`src/rtl/jump_pkg.sv`:
```
// Shared types and default tuning constants for the player's vertical motion.
package jump_pkg;

    typedef enum logic [1:0] {
        J_GROUND = 2'd0,
        J_RISE   = 2'd1,
        J_FALL   = 2'd2
    } jump_state_t;

    localparam int unsigned VW_DEF         = 10;
    localparam int unsigned V0_DEF         = 4;
    localparam int unsigned MAX_FALL_DEF   = 4;
    localparam int unsigned HOLD_MAX_DEF   = 14;
    localparam int unsigned GRAV_DIV_DEF   = 4;
    localparam int unsigned BUF_FRAMES_DEF = 4;

endpackage

```
`src/rtl/jump_ctrl_if.sv`:
```
// Collision/button inputs and velocity outputs between the game logic and jump_ctrl.
interface jump_ctrl_if #(
    parameter int unsigned VW = jump_pkg::VW_DEF
);
    logic                 jump_btn;
    logic                 on_ground;
    logic                 head_bump;
    logic signed [VW-1:0] jump_y_motion;
    logic                 airborne;
    logic                 jump_start;

    modport master (
        output jump_btn, on_ground, head_bump,
        input  jump_y_motion, airborne, jump_start
    );

    modport slave (
        input  jump_btn, on_ground, head_bump,
        output jump_y_motion, airborne, jump_start
    );
endinterface

```
`src/rtl/jump_ctrl_btn_edge.sv`:
```
// Registered rising-edge detector; the reset value decides whether a level held through reset counts.
module btn_edge #(
    parameter logic RST_VAL = 1'b1
) (
    input  logic frame_clk,
    input  logic Reset_n,
    input  logic d,
    output logic press_c
);
    logic d_q;

    always_ff @(posedge frame_clk or negedge Reset_n) begin
        if (!Reset_n) d_q <= RST_VAL;
        else          d_q <= d;
    end

    assign press_c = d & ~d_q;
endmodule

```
`src/rtl/jump_ctrl.sv`:
```
// Per-frame signed y-velocity generator: variable-height jump, gravity, terminal fall, jump buffer.
module jump_ctrl
    import jump_pkg::*;
#(
    parameter int unsigned VW         = VW_DEF,
    parameter int unsigned V0         = V0_DEF,
    parameter int unsigned MAX_FALL   = MAX_FALL_DEF,
    parameter int unsigned HOLD_MAX   = HOLD_MAX_DEF,
    parameter int unsigned GRAV_DIV   = GRAV_DIV_DEF,
    parameter int unsigned BUF_FRAMES = BUF_FRAMES_DEF
) (
    input  logic        frame_clk,
    input  logic        Reset_n,
    jump_ctrl_if.slave  bus
);
    localparam int unsigned HOLD_W = (HOLD_MAX > 0)   ? $clog2(HOLD_MAX + 1)   : 1;
    localparam int unsigned GRAV_W = (GRAV_DIV > 1)   ? $clog2(GRAV_DIV)       : 1;
    localparam int unsigned BUF_W  = (BUF_FRAMES > 0) ? $clog2(BUF_FRAMES + 1) : 1;

    localparam logic signed [VW-1:0] VY_TAKEOFF = -$signed(VW'(V0));
    localparam logic signed [VW-1:0] VY_MAX     = $signed(VW'(MAX_FALL));

    jump_state_t          state_q;
    logic signed [VW-1:0] vy_q;
    logic [HOLD_W-1:0]    hold_cnt;
    logic [GRAV_W-1:0]    grav_cnt;
    logic [BUF_W-1:0]     buf_cnt;
    logic                 hold_active;
    logic                 airborne_q;
    logic                 jump_start_q;
    logic                 press_c;
    logic                 grav_wrap_c;
    logic signed [VW-1:0] vy_inc_c;

    btn_edge #(.RST_VAL(1'b1)) u_btn_edge (
        .frame_clk (frame_clk),
        .Reset_n   (Reset_n),
        .d         (bus.jump_btn),
        .press_c   (press_c)
    );

    assign grav_wrap_c = (grav_cnt == GRAV_W'(GRAV_DIV - 1));
    assign vy_inc_c    = vy_q + VW'(1);

    always_ff @(posedge frame_clk or negedge Reset_n) begin
        if (!Reset_n) begin
            state_q      <= J_GROUND;
            vy_q         <= '0;
            hold_cnt     <= '0;
            grav_cnt     <= '0;
            buf_cnt      <= '0;
            hold_active  <= 1'b0;
            airborne_q   <= 1'b0;
            jump_start_q <= 1'b0;
        end else begin
            jump_start_q <= 1'b0;
            case (state_q)
                J_GROUND: begin
                    vy_q    <= '0;
                    buf_cnt <= '0;
                    if (!bus.on_ground) begin
                        state_q    <= J_FALL;
                        grav_cnt   <= '0;
                        airborne_q <= 1'b1;
                    end else if (press_c) begin
                        state_q      <= J_RISE;
                        vy_q         <= VY_TAKEOFF;
                        hold_cnt     <= '0;
                        hold_active  <= 1'b1;
                        grav_cnt     <= '0;
                        airborne_q   <= 1'b1;
                        jump_start_q <= 1'b1;
                    end
                end

                J_RISE: begin
                    buf_cnt <= '0;
                    if (bus.head_bump) begin
                        state_q  <= J_FALL;
                        vy_q     <= '0;
                        grav_cnt <= '0;
                    end else if (hold_active && bus.jump_btn && (hold_cnt < HOLD_W'(HOLD_MAX))) begin
                        hold_cnt <= hold_cnt + HOLD_W'(1);
                    end else begin
                        // Once the hold window closes it stays closed for the rest of this jump.
                        hold_active <= 1'b0;
                        if (grav_wrap_c) begin
                            vy_q     <= vy_inc_c;
                            grav_cnt <= '0;
                            if (!vy_inc_c[VW-1]) state_q <= J_FALL;
                        end else begin
                            grav_cnt <= grav_cnt + GRAV_W'(1);
                        end
                    end
                end

                J_FALL: begin
                    if (bus.on_ground) begin
                        // A buffered press that is still held launches straight off the landing.
                        if ((buf_cnt != '0) && bus.jump_btn) begin
                            state_q      <= J_RISE;
                            vy_q         <= VY_TAKEOFF;
                            hold_cnt     <= '0;
                            hold_active  <= 1'b1;
                            grav_cnt     <= '0;
                            buf_cnt      <= '0;
                            jump_start_q <= 1'b1;
                        end else begin
                            state_q    <= J_GROUND;
                            vy_q       <= '0;
                            buf_cnt    <= '0;
                            airborne_q <= 1'b0;
                        end
                    end else begin
                        if (press_c)              buf_cnt <= BUF_W'(BUF_FRAMES);
                        else if (buf_cnt != '0)   buf_cnt <= buf_cnt - BUF_W'(1);
                        if (grav_wrap_c) begin
                            grav_cnt <= '0;
                            if (vy_q < VY_MAX) vy_q <= vy_inc_c;
                        end else begin
                            grav_cnt <= grav_cnt + GRAV_W'(1);
                        end
                    end
                end

                default: begin
                    state_q    <= J_GROUND;
                    vy_q       <= '0;
                    airborne_q <= 1'b0;
                end
            endcase
        end
    end

    assign bus.jump_y_motion = vy_q;
    assign bus.airborne      = airborne_q;
    assign bus.jump_start    = jump_start_q;
endmodule

```
`src/flat_wrapper.sv`:
```
// flat-port wrapper written by rule: the top's interface ports become plain ports
module jump_ctrl_flat import jump_pkg::*;
#(
    parameter int unsigned VW         = VW_DEF,
    parameter int unsigned V0         = V0_DEF,
    parameter int unsigned MAX_FALL   = MAX_FALL_DEF,
    parameter int unsigned HOLD_MAX   = HOLD_MAX_DEF,
    parameter int unsigned GRAV_DIV   = GRAV_DIV_DEF,
    parameter int unsigned BUF_FRAMES = BUF_FRAMES_DEF
)
  (frame_clk, Reset_n, bus_jump_btn, bus_on_ground, bus_head_bump, bus_jump_y_motion, bus_airborne, bus_jump_start);
  jump_ctrl_if #(.VW(VW)) bus_i ();
  input  logic frame_clk;
  input  logic Reset_n;
  input wire logic [$bits(bus_i.jump_btn)-1:0] bus_jump_btn;
  input wire logic [$bits(bus_i.on_ground)-1:0] bus_on_ground;
  input wire logic [$bits(bus_i.head_bump)-1:0] bus_head_bump;
  output wire logic [$bits(bus_i.jump_y_motion)-1:0] bus_jump_y_motion;
  output wire logic [$bits(bus_i.airborne)-1:0] bus_airborne;
  output wire logic [$bits(bus_i.jump_start)-1:0] bus_jump_start;
  assign bus_i.jump_btn = bus_jump_btn;
  assign bus_i.on_ground = bus_on_ground;
  assign bus_i.head_bump = bus_head_bump;
  assign bus_jump_y_motion = bus_i.jump_y_motion;
  assign bus_airborne = bus_i.airborne;
  assign bus_jump_start = bus_i.jump_start;
  jump_ctrl #(.VW(VW), .V0(V0), .MAX_FALL(MAX_FALL), .HOLD_MAX(HOLD_MAX), .GRAV_DIV(GRAV_DIV), .BUF_FRAMES(BUF_FRAMES)) u_core (.frame_clk(frame_clk), .Reset_n(Reset_n), .bus(bus_i));
endmodule
```
`config.mk`:
```
export PLATFORM = sky130hd
export DESIGN_NAME = jump_ctrl_flat
export DESIGN_NICKNAME = d
export VERILOG_FILES = /design/src/rtl/jump_pkg.sv /design/src/rtl/jump_ctrl_if.sv /design/src/rtl/jump_ctrl_btn_edge.sv /design/src/rtl/jump_ctrl.sv /design/src/flat_wrapper.sv
export SDC_FILE = /design/constraint.sdc
export NUM_CORES = 1
export LEC_CHECK = 0
export ABC_CLOCK_PERIOD_IN_PS = 4100
export CELL_PAD_IN_SITES_DETAIL_PLACEMENT = 1
export CELL_PAD_IN_SITES_GLOBAL_PLACEMENT = 1
export CORE_MARGIN = 1.5
export CORE_UTILIZATION = 48
export CTS_BUF_LIST = sky130_fd_sc_hd__clkbuf_8
export DETAILED_ROUTE_END_ITERATION = 10
export PLACE_DENSITY = 0.95
export REMOVE_ABC_BUFFERS = 1
export SKIP_CTS_REPAIR_TIMING = 1
export SLEW_MARGIN = 30
export SYNTH_ARGS = -nofsm -noshare
export SYNTH_HDL_FRONTEND = slang
export SYNTH_SLANG_ARGS = --single-unit
```
`constraint.sdc`:
```
create_clock -name frame_clk -period 4.1 [get_ports frame_clk]
set_input_delay 0.615 -clock frame_clk [delete_from_list [all_inputs] [get_ports frame_clk]]
set_output_delay 0.615 -clock frame_clk [all_outputs]
set_load 0.02 [all_outputs]
```
==> summary.md, run 1 <==
| Metric | Value |
|---|---|
| Critical Path Fanout Max | `12` |
| R2R setup slack | `1710 ps` |
| Seq/Total Area, Yosys | `38.3%` |
| Setup crit end kind | `register` |
| Layout cells sized above 1 | `7.77%` |
| Fin Clk Skew | `5.94 ps` |
| Max-Cap Viols | `0` |
| Post-DP HPWL | `3140 um` |
| CTS tree | `built` |
| Crit path launch type | `primary input` |
| Slew Limit Fails | `0` |
| Die W | `61.4 um` |
| Antenna cells | `0` |
| GR Util All Layers | `25.2%` |
| Largest net degree at the start of global routing | `26` |
| Max IR drop VDD | `0.272 mV` |
| Final #Nets | `208` |
| Hold Crit Class | `in -> async` |
| WP data required | `4250 ps` |
| Area of the core | `3310 sq um` |
| Clock Tree Root | `clkbuf_8` |
| Port buffer count | `16` |
| RSZ-0062 raised after global routing | `false` |
| Final std cells w/o fill | `239` |
| Dpl cells | `235` |
| Worst r2r src | `u_core.state_q[1]` |
| Reg2reg end | `u_core.bus.jump_y_motion[3]` |
| # IOs | `17` |
| Leakage power | `0.784 nW` |
| Post-synth top flop | `dfrtp_1` |
| Vias in the first global route | `1520` |
| Fmax | `407 MHz` |
| Yosys top cell area share | `36.7%` |
| Synth area leaders | `dfrtp_1, ha_1, o21ai_0` |
| Status | `finished, final reports clean` |
| H-tree depth | `1` |
| Slew at the pin closest to its max-slew limit | `651 ps` |
| Antenna violations before repair | `0` |
| Post-route ant nets | `0` |
| Post-synth EDFFs | `0` |
| WL/cell | `18.1 um` |
| Die height | `61.4 um` |
| First-pass GRT wire length | `7110 um` |
| #FFs+latches synth | `25` |
| Die area | `3770 sq um` |
| First-pass DRT Iterations | `4` |
| Critical path arrival | `2610 ps` |
| Post-synth ARST share | `100%` |
| R2R depth | `6` |
| Cts bufs inserted | `3` |
| Largest area contributor in the netlist | `dfrtp_1` |
| Syn avg cell area | `9.09 sq um` |
| Routed via count | `1468` |
| Final Hold Vio Count | `0` |
| Initial Utilization | `49.4%` |
| Setup TNS | `0 ps` |
| Synth warn | `0` |
| Total Wirelength | `4330 um` |
| Clk buf depth | `2` |
| Final period util | `59.9%` |
| Synth Instances | `180` |
| Final Critical Period | `2460 ps` |
| Remaining Overflow, GRT | `0` |
| Clk slew on worst S/H paths | `90 ps` |
| Clk_lat worst skew | `280 ps` |
| Synth-to-Final Area Change | `13.7%` |
| Vias per cell | `6.14` |
| # DRC | `0` |
| RD Place Congestion | `0.918` |
| Post-synth cell types | `46` |
| Syn Std Cell Area | `1640 sq um` |
| Crit path kind | `in -> reg` |
| Worst Setup SP | `bus_jump_btn` |
| Clock sink total | `25` |
| P per Cell Area | `580 nW/um^2` |
| Slew HR | `56.6%` |
| Row cnt | `21` |
| Final setup fails | `0` |
| DRT iter0 DRCs | `71` |
[worst max-delay path, cell delays in order]
cell,delay (ps)
clkdlybuf4s50_1,700
nand2_1,130
o21ai_0,290
a22o_1,450
or2_2,290
o21ai_0,130
[worst max path at each step]
stage	to	slack, ps	cells past startpoint
after floorplan	u_core.bus.jump_y_motion[6]	1780	7
after global placement	u_core.hold_cnt[0]	1510	5
after detailed placement	u_core.bus.jump_y_motion[3]	1400	6
after CTS	u_core.bus.jump_y_motion[3]	1680	6
after global routing	u_core.bus.jump_y_motion[5]	1470	6
final	u_core.bus.jump_y_motion[3]	1640	6
[cell type report]
| cell class | instances | area (sq um) |
|---|---|---|
| fillers | 414 | 1450 |
| flip-flops and latches | 25 | 627 |
| clock buffers | 3 | 41.3 |
| multi-input cells | 134 | 917 |
| repair buffers | 17 | 163 |
| well taps | 46 | 57.6 |
| inverters | 13 | 48.8 |
| clock inverters | 1 | 5.00 |
[where the power goes]
| part | internal [mW] | leakage (nW) | switching, mW |
|---|---|---|---|
| clock network | 0.0683 | 0.0255 | 0.0848 |
| logic | 0.223 | 0.425 | 0.315 |
| registers | 0.306 | 0.334 | 0.0809 |
| total | 0.597 | 0.784 | 0.481 |
[registers in the layout, indices dropped and copies added (netlist names)]
| signal | flops |
|---|---|
| u_core.bus.airborne | 1 |
| u_core.buf_cnt | 3 |
| u_core.bus.jump_start | 1 |
| u_core.state_q | 2 |
| u_core.bus.jump_y_motion | 10 |
| u_core.hold_active | 1 |
| u_core.u_btn_edge.d_q | 1 |
| u_core.grav_cnt | 2 |
| u_core.hold_cnt | 4 |
[cells in the mapped netlist (all sizes together) (2+ instances only)]
master,count
a21oi,7
a22o,4
a311oi,3
and3,4
buf,5
clkbuf,3
dfrtp,24
ha,9
inv,13
mux2,3
mux2i,3
nand2,13
nand2b,3
nand3,10
nand4,2
nor2,11
nor2b,4
nor3,6
nor3b,2
o21ai,17
o22ai,4
o31a,6
o31ai,2
o41ai,2
[logic make-up after synthesis]
group | synth area share, %
AND/OR/NAND/NOR | 20.8
AO/OA/AOI/OAI | 23.9
flip-flops | 38.3
buffers and inverters | 5.59
adder cells (fa/ha/maj) | 6.89
multiplexers | 3.90
XOR/XNOR | 0.536
[metal layers]
metal	routed length [um]	global-route usage (%)	vias to the layer above	part of all wire (%)
met5	0	0	-	0
met3	65	2.73	7	1.5
met2	2330	46.4	21	54
met1	1880	31.0	747	43
li1	-	-	693	-
met4	56	7.60	0	1.3
[metrics by stage]
step	utilization (%)	power [mW]	hold WS, ps	area, sq um	worst slack, ps
after global routing	56.2	1.15	360	1860	1470
after floorplan	-	0.726	319	1590	1780
after CTS	56.2	1.08	349	1860	1680
after global placement	54.9	0.883	463	1820	1510
after detailed placement	54.8	0.926	466	1810	1400
final	56.2	1.08	326	1860	1640
[cell usage in the layout, fill, tap and decap left out, types with 2 or more instances in the layout]
cell type and instances:
inv_1 13, o21ai_0 17, dfrtp_1 24, clkbuf_8 3
nand3_1 10, nor2_1 10, a22o_1 4, clkdlybuf4s50_1 15
nand4_1 2, ha_1 9, o22ai_1 4, and3_1 4
a21oi_1 7, nor3_1 6, mux2i_1 3, a311oi_1 3
o31a_1 6, mux2_2 3, nand2_1 13, nor3b_1 2
nor2b_1 4, o31ai_1 2, o41ai_1 2, nand2b_1 3
No activity file was read; power rests on OpenSTA's default activity.
==> inputs of run 2 (changes only) <==
Settings changed: ABC_CLOCK_PERIOD_IN_PS 4100 to 2100, CORE_UTILIZATION 48 to 40, PLACE_DENSITY 0.95 to 0.85.
Clock period 4.1 ns to 2.1 ns, I/O delays scaled along.
==> run 2 against run 1 <==
Effect of this change: clock skew about the same; worst setup slack worse by 1600 ps; flip-flop and latch count unchanged; clock power up 100%; critical endpoint is now u_core.bus.jump_y_motion[0].
==> summary.md, run 2 (synthesis gave the netlist of run 1 again) <==
| Metric | Value |
|---|---|
| Met3 global-route usage | `2.70% (-0.028 points)` |
| Setup crit end kind | `register` |
| CTS tree | `built` |
| Max reg flops | `10 (unchanged)` |
| Post-DP HPWL | `3470 um (+11%)` |
| Row cnt | `23 (+9.5%)` |
| Final #Nets | `230 (+11%)` |
| Setup TNS | `0 ps (unchanged)` |
| Remaining Overflow, GRT | `0 (unchanged)` |
| H-tree depth | `1 (unchanged)` |
| Leakage power | `0.921 nW (+17%)` |
| Clk slew on worst S/H paths | `100 ps (about the same)` |
| Reg2reg end | `u_core.bus.jump_y_motion[0]` |
| RD Place Congestion | `0.817 (-11%)` |
| Critical Path Fanout Max | `9 (-3)` |
| Largest net degree at the start of global routing | `26 (unchanged)` |
| Fmax | `497 MHz` |
| Overall power | `2.38 mW (+120%)` |
| Initial Utilization | `41.2% (-8.2 points)` |
| Die W | `66.9 um (+9.1%)` |
| Final instance area | `2090 sq um (+13%)` |
| Die area | `4480 sq um (+19%)` |
| Dpl cells | `257 (+9.4%)` |
| Clock Power Share | `12.9% (-1.3 points)` |
| WL/cell | `19.2 um (+5.9%)` |
| Port buffer count | `16 (unchanged)` |
| First-pass GRT wire length | `7700 um (+8.3%)` |
| Slew HR | `73.5% (+17 points)` |
| Area of the core | `3970 sq um (+20%)` |
| Final period util | `95.9%` |
| # IOs | `17 (unchanged)` |
| DRT iter0 DRCs | `64 (-9.9%)` |
| Clk_lat worst skew | `280 ps (about the same)` |
| # DRC | `0 (unchanged)` |
| Status | `finished, final reports clean` |
| Slew Limit Fails | `0 (unchanged)` |
| M2 GR Usage | `42.0% (-4.4 points)` |
| Vias per cell | `5.90 (-3.9%)` |
| Final Hold Vio Count | `0 (unchanged)` |
| Met1 Resource Use GR | `28.2% (-2.8 points)` |
| Clock Tree Root | `clkbuf_8` |
| Vias in the first global route | `1567 (+3.1%)` |
| Cts bufs inserted | `3 (unchanged)` |
| GR peak layer | `met2` |
| Net switching power figure | `1.04 mW (+120%)` |
| Critical path arrival | `2190 ps (-420 ps)` |
| Clock sink total | `25 (unchanged)` |
| Die height | `66.9 um (+9.1%)` |
| Routed via count | `1564 (+6.5%)` |
| Hold Crit Class | `in -> async` |
| Register share of total power | `30.9% (-5.0 points)` |
| Commonest non-fill, non-tap cell in the layout | `dfrtp_1` |
| R2R depth | `8 (+2)` |
| Placed cell areas | `1960 sq um (+8.0%)` |
| Fin Clk Skew | `5.89 ps (-0.0558 ps)` |
| Final Critical Period | `2010 ps` |
| Sw frac | `43.6% (-0.94 points)` |
| Max IR drop VDD | `0.593 mV (+120%)` |
| GR Util All Layers | `23.4% (-1.9 points)` |
| Total Wirelength | `5090 um (+17%)` |
| WP data required | `2280 ps (-1970 ps)` |
| Crit path kind | `reg -> reg` |
| R2R setup slack | `90 ps (-1620 ps)` |
| Slew at the pin closest to its max-slew limit | `396 ps (-255 ps)` |
| Logic pwr share | `56.2% (+6.3 points)` |
| Post-route ant nets | `0 (unchanged)` |
| Worst r2r src | `u_core.state_q[0]` |
| Commonest non-fill, non-tap cells in the layout | `dfrtp_1, buf_4, clkdlybuf4s50_1` |
| Antenna cells | `0 (unchanged)` |
| First-pass DRT Iterations | `4 (unchanged)` |
| Layout cells sized above 1 | `19.5% (+12 points)` |
| Synth-to-Final Area Change | `28.0%` |
| Clk buf depth | `2 (unchanged)` |
| Crit path launch type | `register` |
| Int Power | `1.34 mW (+120%)` |
| Max-Cap Viols | `0 (unchanged)` |
| P per Cell Area | `1140 nW/um^2 (+96%)` |
| Final setup fails | `0 (unchanged)` |
| Final std cells w/o fill | `265 (+11%)` |
| Antenna violations before repair | `0 (unchanged)` |
## run 2: cell count changes in the layout (fill, tap and decap cells not counted), moves of 2 or more
cell     previous run  this run
buf_4               1        22
nor2b_1             4         2
nor2b_4             0         2
o21ai_0            17        15
o21ai_1             0         2
## run 2: layer usage
metal  part of all wire, %  wire length [um]
met4                   1.3                68
met3                   2.0               102
met1                    43              2170
met2                    54              2750
met5                     0                 0
## run 2: area by class of cell
type / instances / area, sq um
clock buffers: 3 / 41.3
clock inverters: 1 / 5.00
fillers: 455 / 1880
inverters: 13 / 48.8
multi-input cells: 134 / 971
flip-flops and latches: 25 / 628
well taps: 50 / 62.6
repair buffers: 39 / 337
## run 2: worst max-delay path by stage
stage | slack (ps) | startpoint | cells past startpoint | end
finish | 90 | u_core.state_q[0] | 8 | u_core.bus.jump_y_motion[0]
floorplan | -220 | u_core.state_q[0] | 7 | u_core.bus.jump_y_motion[6]
CTS | -140 | u_core.buf_cnt[0] | 8 | u_core.hold_cnt[2]
global placement | 80 | bus_on_ground | 7 | u_core.bus.jump_y_motion[6]
detailed placement | -110 | u_core.buf_cnt[0] | 8 | u_core.hold_cnt[2]
global route | -10 | u_core.bus.jump_y_motion[6] | 5 | u_core.state_q[0]
## run 2: power by group through the flow
stage / sequential, mW / clock (mW) / combinational, mW
after floorplan: 0.801 / 0 / 0.617
after global placement: 0.726 / 0 / 1.14
after detailed placement: 0.740 / 0 / 1.21
after CTS: 0.731 / 0.308 / 1.23
after global routing: 0.755 / 0.336 / 1.44
final: 0.736 / 0.307 / 1.34
## run 2: per-stage QoR
stage / util [%] / setup WS [ps] / hold slack [ps]
after floorplan: - / -219 / 19.4
after global placement: 49.3 / 81.0 / 464
after detailed placement: 49.3 / -111 / 494
after CTS: 50.5 / -140 / 415
after global routing: 52.7 / -12.4 / 418
final: 52.7 / 85.9 / 401
## run 2: critical path: stages, from the launching register on
cell and delay, ps:
dfrtp_1 370, inv_1 80, ha_2 240, buf_4 170, nand2b_1 160, a21oi_1 60, a22o_1 200, or2_2 360
o31ai_1 260
